==> config.mk <==
export PLATFORM = sky130hd
export DESIGN_NAME = jts16_trackball_rd
export DESIGN_NICKNAME = d
export VERILOG_FILES = /design/src/rtl/jts16_trackball_rd.sv
export SDC_FILE = /design/constraint.sdc
export NUM_CORES = 1
export LEC_CHECK = 0
export CAP_MARGIN = 0
export CORE_ASPECT_RATIO = 0.8
export CORE_UTILIZATION = 65
export CTS_BUF_LIST = sky130_fd_sc_hd__clkbuf_4 sky130_fd_sc_hd__clkbuf_8
export CTS_CLUSTER_DIAMETER = 150
export DETAILED_ROUTE_END_ITERATION = 7
export PLACE_DENSITY_LB_ADDON = 0.08
export SLEW_MARGIN = 30
export SYNTH_ARGS = -nofsm -noshare
export SYNTH_HDL_FRONTEND = slang
export SYNTH_SLANG_ARGS = --single-unit
==> constraint.sdc <==
create_clock -name clk -period 25.2 [get_ports clk]
set_input_delay 5.04 -clock clk [delete_from_list [all_inputs] [get_ports clk]]
set_output_delay 5.04 -clock clk [all_outputs]
set_load 0.1 [all_outputs]
==> src/rtl/jts16_trackball_rd.sv <==
// CPU-side readout of the eight 12-bit trackball counters.
// Each channel is read as a byte-wide pair of registers. Each channel has:
//   - a CPU-settable zero point (base)
//   - a low-read snapshot, so the following high read returns the same sample
//   - a sticky "moved" flag, shown in bit 7 of the high byte
// Ports:
//   clk, rst          clock, asynchronous active-high reset
//   trackball0..7_i   absolute counters from the accumulator (wrap mod 4096)
//   cs_i              access strobe (level); one access per rising edge
//   rnw_i             1 = read, 0 = write
//   addr_i            [3:1] channel, [0] 0 = low byte, 1 = high byte
//   din_i             write data; bit 0 enables the global clear on a high-byte write
//   dout_o            registered read data, held until the next read access
module jts16_trackball_rd (
  input  logic        clk,
  input  logic        rst,
  input  logic [11:0] trackball0_i,
  input  logic [11:0] trackball1_i,
  input  logic [11:0] trackball2_i,
  input  logic [11:0] trackball3_i,
  input  logic [11:0] trackball4_i,
  input  logic [11:0] trackball5_i,
  input  logic [11:0] trackball6_i,
  input  logic [11:0] trackball7_i,
  input  logic        cs_i,
  input  logic        rnw_i,
  input  logic [3:0]  addr_i,
  input  logic [7:0]  din_i,
  output logic [7:0]  dout_o
);

  logic [7:0][11:0] tb;
  logic [7:0][11:0] rel;
  logic [7:0][11:0] base_q, base_d;
  logic [7:0][11:0] snap_q, snap_d;
  logic [7:0][11:0] prev_q;
  logic [7:0]       latched_q, latched_d;
  logic [7:0]       moved_q, moved_d;
  logic [7:0]       dout_q, dout_d;
  logic             primed_q, csl_q;

  logic       access, rd_lo, rd_hi, wr_lo, wr_all;
  logic [2:0] ch;
  logic       sel, zero, changed;
  logic [11:0] hi_val;

  assign tb = {trackball7_i, trackball6_i, trackball5_i, trackball4_i,
               trackball3_i, trackball2_i, trackball1_i, trackball0_i};

  always_comb begin
    // The priming cycle after reset never counts as an access, so a cs held
    // high through reset release is ignored.
    access  = cs_i & ~csl_q & primed_q;
    ch      = addr_i[3:1];
    rd_lo   = access &  rnw_i & ~addr_i[0];
    rd_hi   = access &  rnw_i &  addr_i[0];
    wr_lo   = access & ~rnw_i & ~addr_i[0];
    wr_all  = access & ~rnw_i &  addr_i[0] & din_i[0];

    base_d    = base_q;
    snap_d    = snap_q;
    latched_d = latched_q;
    moved_d   = moved_q;
    sel       = 1'b0;
    zero      = 1'b0;
    changed   = 1'b0;

    for (int unsigned i = 0; i < 8; i++) begin
      rel[i]  = tb[i] - base_q[i];
      sel     = (ch == i[2:0]);
      zero    = (wr_lo & sel) | wr_all;
      changed = primed_q & (tb[i] != prev_q[i]);

      if (zero) base_d[i] = tb[i];
      if (rd_lo & sel) snap_d[i] = rel[i];

      if (zero || (rd_hi && sel)) latched_d[i] = 1'b0;
      else if (rd_lo && sel)      latched_d[i] = 1'b1;

      // Zeroing beats a same-cycle move; a move beats the high-read clear.
      if (zero)                  moved_d[i] = 1'b0;
      else if (changed)          moved_d[i] = 1'b1;
      else if (rd_hi && sel)     moved_d[i] = 1'b0;
    end

    hi_val = latched_q[ch] ? snap_q[ch] : rel[ch];
    dout_d = dout_q;
    if (rd_lo)      dout_d = rel[ch][7:0];
    else if (rd_hi) dout_d = {moved_q[ch], 3'b000, hi_val[11:8]};
  end

  always_ff @(posedge clk or posedge rst) begin
    if (rst) begin
      base_q    <= '0;
      snap_q    <= '0;
      prev_q    <= '0;
      latched_q <= '0;
      moved_q   <= '0;
      dout_q    <= '0;
      primed_q  <= 1'b0;
      csl_q     <= 1'b0;
    end else begin
      base_q    <= base_d;
      snap_q    <= snap_d;
      prev_q    <= tb;
      latched_q <= latched_d;
      moved_q   <= moved_d;
      dout_q    <= dout_d;
      primed_q  <= 1'b1;
      csl_q     <= cs_i;
    end
  end

  assign dout_o = dout_q;

endmodule

# After elaboration in Yosys (flattened, before gate mapping)
# Cells that the tools add are included.
# totals
reg_bits	314
output_inout_bits	8
# op_classes
addsub	8
magnitude_cmp	1
n_eq_ne	15
n_mux	51
bitwise	44
reduce_logical	42
# op_table
cell	count
12-bit inequality test	8
12-bit subtractor	8
12-bit binary-select mux with 3-bit select	2
1-bit two-way mux	42
12-bit two-way mux	3
1-bit bitwise AND	33
3-bit nonzero test	8
2-bit nonzero test	9
1-bit logical AND	16
8-bit two-way mux	2
3-bit equality test (second input constant)	4
1-bit logical OR	8
1-bit bitwise OR	8
1-bit binary-select mux with 3-bit select	2
3-bit by 2-bit equality test with 1-bit output (second input constant)	2
3-bit by 4-bit less-than comparator with 1-bit output (second input constant)	1
3-bit by 1-bit equality test with 1-bit output (second input constant)	1
3-bit logical NOT	1
1-bit NOT	3

# Longest topological paths before layout
# depth
word_depth	9
depth_mapped	11

# Worst setup path after synthesis
# No wires, ideal clock.
# synth_path
path_kind	in2reg
startpoint	input port trackball4_i[0]
endpoint	register dout_q[2], in the netlist dout_o[2]
setup_time_ns	0.135
arrival_time_ns	7.014
t_required_ns	25.065
slack_ns	18.052
stages	11
cell_sequence	inv_1 -> ha_1 -> fa_1 -> nor2b_1 -> o2111ai_1 -> a31oi_1 -> a31oi_1 -> xnor2_1 -> nor2b_1 -> a2111oi_0 -> o31ai_1
# synth_between
elab_chain_len	6
# synth_lines
item	line_no	source
start, declared	21	input logic [11:0] trackball4_i,
12-bit subtractor (*)	69	rel[i] = tb[i] - base_q[i];
12-bit binary-select mux with 3-bit select (*)	86, 88	
12-bit two-way mux (implied by the code) (*)	88	if (rd_lo) dout_d = rel[ch][7:0];
12-bit two-way mux	86	hi_val = latched_q[ch] ? snap_q[ch] : rel[ch];
8-bit two-way mux	89	else if (rd_hi) dout_d = {moved_q[ch], 3'b000, hi_val[11:8]};
8-bit two-way mux (*)	88	
end signal, assigned	108	dout_q <= dout_d;
end, declared	39	logic [7:0] dout_q, dout_d;
# Mark *: on every way between the ends. The rest lies on a longest branch, timed or not. The select of a mux whose other input is x is not followed.
# A chain may end at the register's enable or synchronous reset.

# Final worst setup path
# layout_path
startpoint	input port rnw_i
endpoint	register snap_q[58] (netlist name)
# layout_between
elab_chain_len	3
# layout_lines
item	line_no	source
start, declared	26	input logic rnw_i,
1-bit bitwise AND (2 in a row)	55	rd_lo = access & rnw_i & ~addr_i[0];
1-bit bitwise AND	75	if (rd_lo & sel) snap_d[i] = rel[i];
end signal, assigned	104	snap_q <= snap_d;
end, declared	35	logic [7:0][11:0] snap_q, snap_d;
# Every way passes these cells.

==> results_dict.tcl <==
set metrics [dict create \
    status "finished clean" \
    ys_warn_count 0 \
    crit_fanout 18 \
    drt-initial-drc-count 665 \
    synthDistinctLibCells 73 \
    dp_hpwl_mm 25.6 \
    crit_path_end_kind "flop" \
    pre_cts_ws_ns 16.97 \
    wl_met1_mm 15.8 \
    cp.arrival_ns 8.20 \
    final_nets 1686 \
    min-delay-start "snap_q[33]" \
    cts-root-buf "clkbuf_8" \
    clock_sinks 250 \
    path_clk_slew_ns 0.07 \
    synth.most_common_cell "dfrtp_1" \
    min_path_cells 2 \
    synth_top_family_by_area "compound AO/OA/AOI/OAI gates" \
    setup_tns_ns 0 \
    grt_pass1_wl_mm 54.7 \
    maxSlewViolCount 0 \
    cts_made_buffers 40 \
    synth_edf_count 0 \
    row_count 48 \
    hold_class "reg2reg" \
    tightest_slew_ns 0.971 \
    vdd_ir_drop_max_mv 0.0651 \
    finalClockSkew_ns 0.0140 \
    clock_path_buffers 3 \
    synth_simple_gate_area_share_pct 9.73 \
    drcViolationCount 0 \
    p_leak_uw 0.00737 \
    r2r-start "primed_q" \
    hold_viol 0 \
    p_seq_share_pct 36.0 \
    grt_max_degree 100 \
    die_w_um 169 \
    syn-num-nets 1555 \
    power.share.switching_pct 34.6 \
    grt.total_usage_pct 30.8 \
    die_area_um2 23000 \
    reg2reg_depth 5 \
    ant_nets 0 \
    cts_hold_buf 0 \
    maxSlewHeadroom_pct 35.1 \
    p_per_area_nw_per_um2 81.1 \
    clkLatencyLatePin_ns 0.53 \
    hold_end "snap_q[33]" \
    syn_avg_cell_area_um2 10.8 \
    crit_type "in2reg" \
    core_area_um2 21800 \
    ys_ff_latch 250 \
    syn_inst 1347 \
    wl_per_cell_um 18.8 \
    postCtsResizedCells 0 \
    synthTopCellsByArea "dfrtp_1 43%, xnor2_1 8.8%, ha_1 7.6%" \
    clkPwrFrac_pct 27.7 \
    synthMuxAreaShare_pct 12.1 \
    synth_fa_ha_area_share_pct 8.66 \
    fill_cells 1456 \
    drive_gt1_share_pct 12.7 \
    antenna_found_initial 1 \
    synth_area_um2 14600 \
    final.setup.worst_slack_ns 17.42 \
    dr_wl_met2_mm 14.4 \
    vias 10700 \
    synth_commonest_cells "250 x dfrtp_1, 146 x xnor2_1, 111 x inv_1" \
    pwr-share-comb_pct 36.3 \
    grt_pass1_vias 10500 \
    setup_viol_count_final 0 \
    finalCriticalPeriod_ns 7.78 \
    startpoint_type "input pin" \
    rsz0062_at_grt "false" \
    yosysSeqAreaShare_pct 42.9 \
    htreeDepth 2 \
    overflow 0 \
    cp.required_ns 25.62 \
    antennaDiodeCount 0 \
    yosys_most_used_dff "dfrtp_1" \
    maxCapViolCount 0 \
    cts_setup_buffers 0 \
    timing.fmax_mhz 129 \
    synth_xor_xnor_area_share_pct 10.6 \
    period_share_pct 30.9 \
    initial_core_util_pct 66.8 \
    synth_compound_area_share_pct 12.2 \
    synth_top_area_share_pct 42.9 \
    ios 120 \
    wl_met3_mm 2.95 \
    internal_power_uw 895 \
    yosysTopAreaCell "dfrtp_1" \
    io_buffer_count 112 \
    fp.dieH_um 136 \
    reg2reg_slack_ns 21.55 \
    areaGrowthSynthToFinish_pct 15.8 \
    p_switching_uw 473 \
    r2r_end "snap_q[58]" \
    firstDrtPassIters 5 \
    drt-total-wl_mm 34.0 \
    maxUsedRoutingLayer "met5" \
    synth-async-reset-ratio_pct 100 \
    cts_tree "done" \
    globalplace.congestion 0.959 \
    vias_per_cell 5.94 \
]
worst max-delay path by stage:
| stage | endpoint | from | slack, ns |
|---|---|---|---|
| floorplan | base_q[0] | rst | 13.29 |
| global placement | snap_q[69] | rnw_i | 17.02 |
| detailed placement | snap_q[68] | rnw_i | 16.97 |
| CTS | dout_o[2] | trackball0_i[0] | 17.53 |
| global route | dout_o[2] | trackball4_i[0] | 17.21 |
| finish | snap_q[58] | rnw_i | 17.42 |
power by group through the flow:
stage,combinational [uW],clock (uW),sequential [uW]
after detailed placement,487,0,497
final,497,379,492
after CTS,491,386,491
after global routing,541,404,498
after floorplan,332,0,509
after global placement,475,0,494
layout by cell type, fill, tap and decap left out, drive strengths merged, types with 4 or more instances in the layout:
cell	instances
a2111oi	4
inv	111
nand2	97
nand3	16
o41ai	7
o22ai	6
o31ai	20
fa	8
dfrtp	250
nand2b	13
clkbuf	64
ha	88
o2111ai	9
nand3b	6
buf	7
or3	8
nor2b	22
or2	6
nor2	63
mux2i	7
xor2	31
clkdlybuf4s50	110
a21o	10
a21oi	45
o21ai	83
nand4	26
a21boi	14
mux2	96
a31oi	12
o21a	16
mux4	27
clkinv	5
xnor2	146
nor3	25
registers in the layout, summed over array words and instances, names as in the netlist:
signal	count
snap_q	32
prev_q	96
primed_q	1
moved_q	8
base_q	96
dout_o	8
csl_q	1
latched_q	8
worst max-delay path, cell delays in order:
cell and delay [ns]:
clkdlybuf4s50_1 0.63, nand4b_1 0.75, inv_1 0.44, nand2_1 0.49, nor2_1 0.45, mux2_2 0.38
final cells by class:
type,instances,area [um^2],area share (%)
clock inverters,7,85.1,0.504
inverters,111,424,2.51
well taps,300,375,2.22
flip-flops and latches,250,6260,37.1
repair buffers,117,1160,6.85
clock buffers,64,800,4.74
multi-input cells,958,7770,46.1
stage by stage:
| stage | util [%] | instance area, um^2 | cells | hold slack, ns | power (uW) |
|---|---|---|---|---|---|
| finish | 77.4 | 16900 | 1807 | 0.479 | 1370 |
| global route | 77.4 | 16900 | 1807 | 0.513 | 1440 |
| CTS | 77.3 | 16900 | 1807 | 0.479 | 1370 |
| detailed placement | 73.3 | 16000 | 1736 | 0.464 | 984 |
| global placement | 73.3 | 16000 | 1736 | 0.462 | 969 |
| floorplan | - | 14600 | 1347 | 0.440 | 841 |
logic make-up (layout without fill, tap and decap cells):
logic type               count (synthesis)  in the layout
XOR/XNOR                               177            177
AND/OR/NAND/NOR                        293            293
other                                    1              1
buffers and inverters                  139            299
multiplexers                           130            130
adder cells (fa/ha/maj)                 96             96
AO/OA/AOI/OAI                          261            261
flip-flops                             250            250
routing by layer:
layer  track usage, %  up-vias
met5                0        -
met4             9.16        2
met3             6.23       76
met2             45.5      420
met1             46.0     5205
li1                 -     5034
No activity file was read; power rests on OpenSTA's default activity.
